--- config.mk ---
export PLATFORM = sky130hd
export DESIGN_NAME = load_store_unit
export DESIGN_NICKNAME = d
export VERILOG_FILES = /design/src/rtl/load_store_unit.sv
export SDC_FILE = /design/constraint.sdc
export NUM_CORES = 1
export LEC_CHECK = 0
export CORE_ASPECT_RATIO = 0.5
export CORE_MARGIN = 2
export CORE_UTILIZATION = 50
export DETAILED_ROUTE_END_ITERATION = 12
export HOLD_SLACK_MARGIN = 0.1
export PLACE_DENSITY = 0.95
export SYNTH_ARGS = -nofsm -noshare
export SYNTH_HDL_FRONTEND = slang
export SYNTH_SLANG_ARGS = --single-unit
--- constraint.sdc ---
create_clock -name clk -period 4 [get_ports clk]
set_input_delay 0.6 -clock clk [delete_from_list [all_inputs] [get_ports clk]]
set_output_delay 0.6 -clock clk [all_outputs]
set_load 0.05 [all_outputs]
--- src/rtl/load_store_unit.sv ---
// Purpose: MIPS byte/half/word load-store unit between the EX stage and a word-wide data memory.
// Latency: error resp 1 cycle after accept, SW 2, loads 3, SB/SH 4 (read-modify-write).
// Backpressure: one op in flight, ready only in IDLE; responses are pulses with no stall.
`timescale 1ns/1ps
module load_store_unit (
  input  logic        clk,
  input  logic        rst_n,
  input  logic        req_valid,
  input  logic [5:0]  req_op,
  input  logic [31:0] req_addr,
  input  logic [31:0] req_wdata,
  output logic        ready,
  output logic        resp_valid,
  output logic        resp_err,
  output logic [31:0] load_data,
  output logic [31:0] mem_addr,
  output logic [31:0] mem_wdata,
  output logic        mem_rd,
  output logic        mem_wr,
  input  logic [31:0] mem_rdata
);

  localparam logic [5:0] OP_LB  = 6'h20;
  localparam logic [5:0] OP_LH  = 6'h21;
  localparam logic [5:0] OP_LW  = 6'h23;
  localparam logic [5:0] OP_LBU = 6'h24;
  localparam logic [5:0] OP_LHU = 6'h25;
  localparam logic [5:0] OP_SB  = 6'h28;
  localparam logic [5:0] OP_SH  = 6'h29;
  localparam logic [5:0] OP_SW  = 6'h2B;

  typedef enum logic [2:0] {IDLE, READ, CAPTURE, WRITE, RESP} state_t;

  state_t      state;
  logic [5:0]  op_q;
  logic [1:0]  addr_q;    // only the byte offset matters once mem_addr is registered
  logic [15:0] wdata_q;   // only SB/SH need store data after the read phase

  logic        req_bad;
  logic [7:0]  byte_sel;
  logic [15:0] half_sel;
  logic [31:0] ext_data;
  logic [31:0] merged;

  // Reject unsupported opcodes and misaligned halfword/word accesses at accept time
  always_comb begin
    req_bad = 1'b0;
    case (req_op)
      OP_LB, OP_LBU, OP_SB: req_bad = 1'b0;
      OP_LH, OP_LHU, OP_SH: req_bad = req_addr[0];
      OP_LW, OP_SW:         req_bad = |req_addr[1:0];
      default:              req_bad = 1'b1;
    endcase
  end

  // Big-endian lane extraction for loads and lane merge for sub-word stores
  always_comb begin
    case (addr_q)
      2'd0:    byte_sel = mem_rdata[31:24];
      2'd1:    byte_sel = mem_rdata[23:16];
      2'd2:    byte_sel = mem_rdata[15:8];
      default: byte_sel = mem_rdata[7:0];
    endcase
    half_sel = addr_q[1] ? mem_rdata[15:0] : mem_rdata[31:16];

    case (op_q)
      OP_LB:   ext_data = {{24{byte_sel[7]}}, byte_sel};
      OP_LBU:  ext_data = {24'h0, byte_sel};
      OP_LH:   ext_data = {{16{half_sel[15]}}, half_sel};
      OP_LHU:  ext_data = {16'h0, half_sel};
      default: ext_data = mem_rdata;
    endcase

    merged = mem_rdata;
    if (op_q == OP_SB) begin
      case (addr_q)
        2'd0:    merged[31:24] = wdata_q[7:0];
        2'd1:    merged[23:16] = wdata_q[7:0];
        2'd2:    merged[15:8]  = wdata_q[7:0];
        default: merged[7:0]   = wdata_q[7:0];
      endcase
    end else if (op_q == OP_SH) begin
      if (addr_q[1]) merged[15:0]  = wdata_q;
      else           merged[31:16] = wdata_q;
    end
  end

  // Control FSM; every output is registered on state entry so strobes are glitch-free
  always_ff @(posedge clk or negedge rst_n) begin
    if (!rst_n) begin
      state      <= IDLE;
      op_q       <= 6'h0;
      addr_q     <= 2'h0;
      wdata_q    <= 16'h0;
      ready      <= 1'b1;
      resp_valid <= 1'b0;
      resp_err   <= 1'b0;
      load_data  <= 32'h0;
      mem_addr   <= 32'h0;
      mem_wdata  <= 32'h0;
      mem_rd     <= 1'b0;
      mem_wr     <= 1'b0;
    end else begin
      resp_valid <= 1'b0;
      mem_rd     <= 1'b0;
      mem_wr     <= 1'b0;
      case (state)
        IDLE: begin
          if (req_valid) begin
            op_q    <= req_op;
            addr_q  <= req_addr[1:0];
            wdata_q <= req_wdata[15:0];
            ready   <= 1'b0;
            if (req_bad) begin
              state      <= RESP;
              resp_valid <= 1'b1;
              resp_err   <= 1'b1;
              load_data  <= 32'h0;
            end else if (req_op == OP_SW) begin
              state     <= WRITE;
              mem_wr    <= 1'b1;
              mem_addr  <= {req_addr[31:2], 2'b00};
              mem_wdata <= req_wdata;
            end else begin
              state    <= READ;
              mem_rd   <= 1'b1;
              mem_addr <= {req_addr[31:2], 2'b00};
            end
          end
        end
        READ: state <= CAPTURE;
        CAPTURE: begin
          if (op_q == OP_SB || op_q == OP_SH) begin
            state     <= WRITE;
            mem_wr    <= 1'b1;
            mem_wdata <= merged;
          end else begin
            state      <= RESP;
            resp_valid <= 1'b1;
            resp_err   <= 1'b0;
            load_data  <= ext_data;
          end
        end
        WRITE: begin
          state      <= RESP;
          resp_valid <= 1'b1;
          resp_err   <= 1'b0;
          load_data  <= 32'h0;
        end
        RESP: begin
          state <= IDLE;
          ready <= 1'b1;
        end
        default: begin
          state <= IDLE;
          ready <= 1'b1;
        end
      endcase
    end
  end

endmodule

==> run_results.csv, run 1 <==
group,metric,value,unit
placement,place_congestion,0.9433,
route,drt_wl_total,20.60,mm
power,clockPowerShare,36.9,%
clock_tree,cts.sinks,126,
placement,placed_cells,968,
critical_path,crit_type,"in -> reg",
finish,layout.cells.non_filler,1000,
clock_tree,cts_hold_buffers,0,
run_status,status,"completed",
power,peakVddDrop,0.4233,mV
floorplan,core_area,12550,sq um
timing,hold_viol,0,
finish,syn_to_final_growth,43.43,%
global_routing,gr-total-overflow,0,
synthesis,synth_top_cell_area_share,49.07,%
clock_tree,cts_buffers,17,
synthesis,avgSynthCellArea,10.04,sq um
timing,final_max_slew_viol_count,0,
global_routing,grt_pass1_vias,6180,
route,wl_met2,9.471,mm
synthesis,synth-edff-count,0,
critical_path,crit_fanout,65,
clock_tree,cts_resized,0,
power,finalPower,4.400,mW
synthesis,ys_warn_count,0,
route,wire_per_inst,20.60,microns
synthesis,synth.distinct_cells,50,
synthesis,synth_ff_type,"dfrtp_1",
floorplan,row_count,29,
timing,worstMarginPinSlew,1.191,ns
finish,n_antenna_cell,0,
synthesis,async_flop_share,100.0,%
timing,relSlewSlack,19.99,%
global_routing,grt_pass1_wl,32.47,mm
finish,layout.nets,922,
power,pwr-share-comb,27.5,%
route,wl_met1,7.501,mm
route,top_layer_used,"met4",
clock_tree,cts_setup_buffers,0,
placement,port_buffers,203,
finish,final_util,72.83,%
clock_tree,clock_path_buffers,2,
global_routing,track_usage,30.73,%
timing,finalCritPeriodShare,70.90,%
power,intPower,2.953,mW
timing,rsz0062_at_grt,"false",
timing,fin_skew,0.006341,ns
power,p_switching,1.447,mW
route,antenna_left,0,
route,drc,0,
finish,layout_common_cells,"clkdlybuf4s50_1, dfrtp_1, nand2_1",
timing,fin_tns_setup,0,ns
route,via_per_inst,6.143,
clock_tree,clock_latency,0.41,ns
finish,drive_gt1_share,11.33,%
finish,mostFrequentLayoutCell,"clkdlybuf4s50_1",
placement,dp_hpwl,14.17,mm
synthesis,seq_area_frac_synth,49.48,%
route,vias,6143,
clock_tree,h-tree-depth,4,
job,drv_cap,0,
route,drt_first_pass_iters,6,
clock_tree,clk_pin_slew,0.06,ns
synthesis,synth-seq-cells,126,
timing,min_period,2.836,ns
clock_tree,clockRootBuffer,"clkbuf_16",
critical_path,worstPathRequired,4.34,ns
power,seqPwrFrac,35.6,%
worst_hold_path,hold_path_class,"in -> async",
critical_path,arrival,3.18,ns
floorplan,die_y,83.85,microns
power,p_per_area,481.3,nW/um^2
route,drt_iter0_markers,741,
global_routing,antenna_found_initial,0,
power,swShare,32.89,%
floorplan,dieArea,13720,sq um
floorplan,initial_core_util,50.78,%
critical_path,crit_start,"req_op[2]",
synthesis,synth_top_area_cell,"dfrtp_1",
synthesis,synthCells,635,
synthesis,yosys-top-cells-area,"dfrtp_1, nand2_1, mux2_2",
critical_path,start_kind,"input pin",
timing,max_freq,0.3526,GHz
route,dr_wl_met3,2.550,mm
critical_path,endpoint_kind,"register",
clock_tree,tritoncts,"done",
critical_path,reg2regPathDepth,5,
timing,finalSetupViolations,0,
critical_path,rr_startpoint,"addr_q[0]$_DFFE_PN0P_",
power,p_leak,4.083,nW
synthesis,syn-cell-area,6375,sq um
floorplan,ioPinCount,206,
global_routing,grt_max_degree,71,
floorplan,die_x,163.7,microns
## per-layer routing
metal  up-vias  track usage, %
met2       469           46.94
li1       2652               -
met1      2899           39.57
met3       123           9.637
met4         0           15.71
met5         -               0
## critical path: stages
cell and delay, ns:
clkdlybuf4s50_1 0.45, or4b_4 0.57, a2111oi_4 0.58, a31oi_4 0.13, buf_4 0.32, a211oi_1 0.34, a21o_1 0.16
## power groups by stage
| stage | clock [mW] | sequential (mW) | combinational (mW) |
|---|---|---|---|
| after floorplan | 0 | 1.90 | 0.383 |
| after global placement | 0 | 1.56 | 1.17 |
| after detailed placement | 0 | 1.58 | 1.19 |
| after CTS | 1.63 | 1.56 | 1.21 |
| after global routing | 1.69 | 1.58 | 1.27 |
| final | 1.62 | 1.57 | 1.21 |
## registers in the layout, indices dropped and copies added, names as in the netlist
name / flops
load_data: 32
mem_wdata: 32
mem_addr: 30
wdata_q: 16
op_q: 6
state: 3
addr_q: 2
mem_rd: 1
mem_wr: 1
ready: 1
resp_err: 1
resp_valid: 1
## cells in the mapped netlist (7+ instances only)
cell	n
a21o_1	23
mux4_2	7
a2bb2oi_1	8
a31oi_1	9
nor2_1	51
buf_2	15
clkbuf_1	32
o22ai_1	16
mux2i_1	23
a2111oi_0	7
nand2b_1	18
mux2_2	34
nand2_1	117
o31ai_1	32
a211oi_1	18
o21ai_0	38
dfrtp_1	125
## path summary, 6_finish.rpt
| path | to | slack (ns) |
|---|---|---|
| max | mem_wdata[17]$_DFFE_PN0P_ | 1.16 |
| min | op_q[3]$_DFFE_PN0P_ | 0.30 |
| max reg2reg | load_data[19]$_DFFE_PN0P_ | 1.29 |
| min reg2reg | mem_wdata[18]$_DFFE_PN0P_ | 0.48 |
| max in group asynchronous | ready$_DFFE_PN1P_ | 2.73 |
| min in group clk | mem_wdata[18]$_DFFE_PN0P_ | 0.48 |
## metrics by stage
stage	setup slack (ns)	area (sq um)	hold slack, ns
6_report	1.164	9144	0.2968
5_1_grt	1.044	9144	0.3884
4_1_cts	1.191	9144	0.3434
3_5_place_dp	0.8637	8529	0.4675
3_3_place_gp	0.9583	8529	0.4652
2_1_floorplan	1.622	6379	0.3044
## final cells by class
cell class / instances / area, sq um
multi-input combinational: 452 / 3008
clock buffer: 21 / 450.4
clock inverter: 11 / 163.9
timing repair buffer: 216 / 2140
tap: 170 / 212.7
inverter: 4 / 15.01
fill: 871 / 3411
sequential: 126 / 3154
## cells by family (layout without fill, tap and decap cells)
kind of cell,Yosys count,in the layout,synth area share (%)
simple gates,218,218,15.58
compound gates,168,168,18.84
flops,126,126,49.48
mux,64,64,12.09
buf+inv,58,252,3.945
other cells,1,2,0.05882
Note: power is estimated with default switching activity, not from simulation.
==> inputs of run 2 (changes only) <==
--- a/config.mk
+++ b/config.mk
@@ -7,10 +7,10 @@
 export LEC_CHECK = 0
 export CORE_ASPECT_RATIO = 0.5
 export CORE_MARGIN = 2
-export CORE_UTILIZATION = 50
+export CORE_UTILIZATION = 42
 export DETAILED_ROUTE_END_ITERATION = 12
 export HOLD_SLACK_MARGIN = 0.1
-export PLACE_DENSITY = 0.95
+export PLACE_DENSITY = 0.86
 export SYNTH_ARGS = -nofsm -noshare
 export SYNTH_HDL_FRONTEND = slang
 export SYNTH_SLANG_ARGS = --single-unit
==> constraint.sdc (replaced) <==
create_clock -name clk -period 2.48 [get_ports clk]
set_input_delay 0.372 -clock clk [delete_from_list [all_inputs] [get_ports clk]]
set_output_delay 0.372 -clock clk [all_outputs]
set_load 0.05 [all_outputs]
==> run 2 against run 1 <==
Against the previous run: sequential power up 58%; power up 63%; sequential share of layout area fell by 1.2 points; critical path depth decreased by 2; clock skew is 0.0033 ns higher; via count hardly changed; global-route usage is 4.8 points lower; flip-flop and latch count stayed put; largest cell class unchanged.
==> run_results.csv, run 2 (same netlist as run 1, synthesis figures left out) <==
group,metric,value,unit
run_status,status,"completed",
critical_path,crit_start,"op_q[3]$_DFFE_PN0P_",
finish,drive_gt1_share,14.78,%
clock_tree,cts.sinks,126,
floorplan,die_x,178.2,microns
global_routing,gr-total-overflow,0,
critical_path,start_kind,"register",
placement,dp_hpwl,15.01,mm
timing,worstMarginPinSlew,0.6157,ns
placement,placed_cells,1024,
placement,port_buffers,203,
critical_path,worstPathRequired,2.77,ns
timing,finalSetupViolations,0,
timing,min_period,2.385,ns
floorplan,dieArea,16240,sq um
critical_path,endpoint_kind,"register",
timing,max_freq,0.4192,GHz
clock_tree,clockRootBuffer,"clkbuf_16",
finish,syn_to_final_growth,48.52,%
floorplan,row_count,31,
finish,n_antenna_cell,0,
finish,layout.nets,951,
route,wl_met1,8.461,mm
floorplan,initial_core_util,43.48,%
finish,layout.cells.non_filler,1057,
global_routing,antenna_found_initial,0,
floorplan,die_y,91.12,microns
timing,rsz0062_at_grt,"false",
power,p_per_area,755.9,nW/um^2
clock_tree,clock_path_buffers,2,
global_routing,grt_max_degree,69,
route,via_per_inst,5.816,
power,peakVddDrop,0.5505,mV
timing,finalCritPeriodShare,96.19,%
route,drc,0,
route,vias,6148,
route,wire_per_inst,19.82,microns
finish,reg_top3,"load_data: 32 flops, mem_wdata: 32 flops, mem_addr: 30 flops",
route,wl_met2,9.641,mm
finish,final_util,64.58,%
critical_path,crit_type,"reg -> reg",
clock_tree,cts_buffers,17,
worst_hold_path,hold_path_class,"in -> async",
critical_path,arrival,2.67,ns
critical_path,rr_startpoint,"op_q[3]$_DFFE_PN0P_",
floorplan,ioPinCount,206,
route,drt_iter0_markers,601,
route,drt_first_pass_iters,6,
floorplan,core_area,14660,sq um
global_routing,grt_pass1_vias,6162,
finish,layout_common_cells,"clkdlybuf4s50_1, dfrtp_1, nand2_1",
clock_tree,clock_latency,0.42,ns
global_routing,grt_pass1_wl,32.52,mm
clock_tree,clk_pin_slew,0.06,ns
global_routing,track_usage,25.91,%
route,antenna_left,0,
clock_tree,cts_setup_buffers,0,
clock_tree,tritoncts,"done",
route,drt_wl_total,20.95,mm
timing,final_max_slew_viol_count,0,
placement,place_congestion,0.9824,
route,dr_wl_met3,2.132,mm
timing,relSlewSlack,57.89,%
clock_tree,h-tree-depth,4,
route,top_layer_used,"met4",
job,drv_cap,0,
finish,mostFrequentLayoutCell,"clkdlybuf4s50_1",
timing,hold_viol,0,
power,p_leak,4.245,nW
timing,fin_skew,0.009649,ns
critical_path,crit_fanout,8,
==> run 2: per-stage QoR <==
step	setup slack (ns)	instance area (sq um)	power [mW]	TNS, ns	hold WS, ns
floorplan	0.3297	6379	3.685	0	0.07641
global placement	-0.1421	8825	4.467	-8.261	0.3231
detailed placement	-0.1802	8825	4.516	-9.338	0.3257
CTS	0.1617	9457	7.172	0	0.4255
global route	0.04099	9468	7.404	0	0.4586
finish	0.09461	9468	7.157	0	0.4240
==> run 2: where the power goes <==
part / internal, mW / leakage, nW / switching, mW / total [mW]
combinational: 0.809 / 2.29 / 1.23 / 2.04
sequential: 2.30 / 1.66 / 0.185 / 2.48
clock: 1.63 / 0.294 / 1.01 / 2.63
total: 4.73 / 4.24 / 2.43 / 7.16
==> run 2: final timing paths <==
kind / to / slack, ns / cells past startpoint
max: mem_wdata[12]$_DFFE_PN0P_ / 0.09 / 5
min: mem_addr[24]$_DFFE_PN0P_ / 0.42 / 2
max reg2reg: mem_wdata[12]$_DFFE_PN0P_ / 0.09 / 5
min reg2reg: mem_wdata[0]$_DFFE_PN0P_ / 0.48 / 1
max in group asynchronous: load_data[5]$_DFFE_PN0P_ / 1.31 / 3
min in group clk: mem_wdata[0]$_DFFE_PN0P_ / 0.48 / 1
==> run 2: per-layer routing <==
metal	global-route usage, %	vias to the layer above
li1	-	2712
met1	34.03	2984
met2	40.44	371
met3	7.161	81
met4	10.91	0
met5	0	-
==> run 2: layout make-up <==
class                   instances  area, sq um
fillers                      1115         5194
flip-flops and latches        126         3154
multi-input cells             452         3019
repair buffers                245         2410
clock buffers                  18        439.2
well taps                     198        247.7
clock inverters                14        182.7
inverters                       4        15.01
==> run 2: worst max-delay path, stage by stage (launching register included) <==
cell and delay, ns:
dfrtp_1 0.45, or3b_1 0.52, or3_1 0.57, o22ai_1 0.26
a2bb2oi_1 0.33, o21ai_0 0.13
==> run 2: repair_timing <==
action	in CTS	in global routing
gates resized for setup	0	2
hold buffers	1	0
setup endpoints to repair	0	2
hold endpoints to repair	28	0
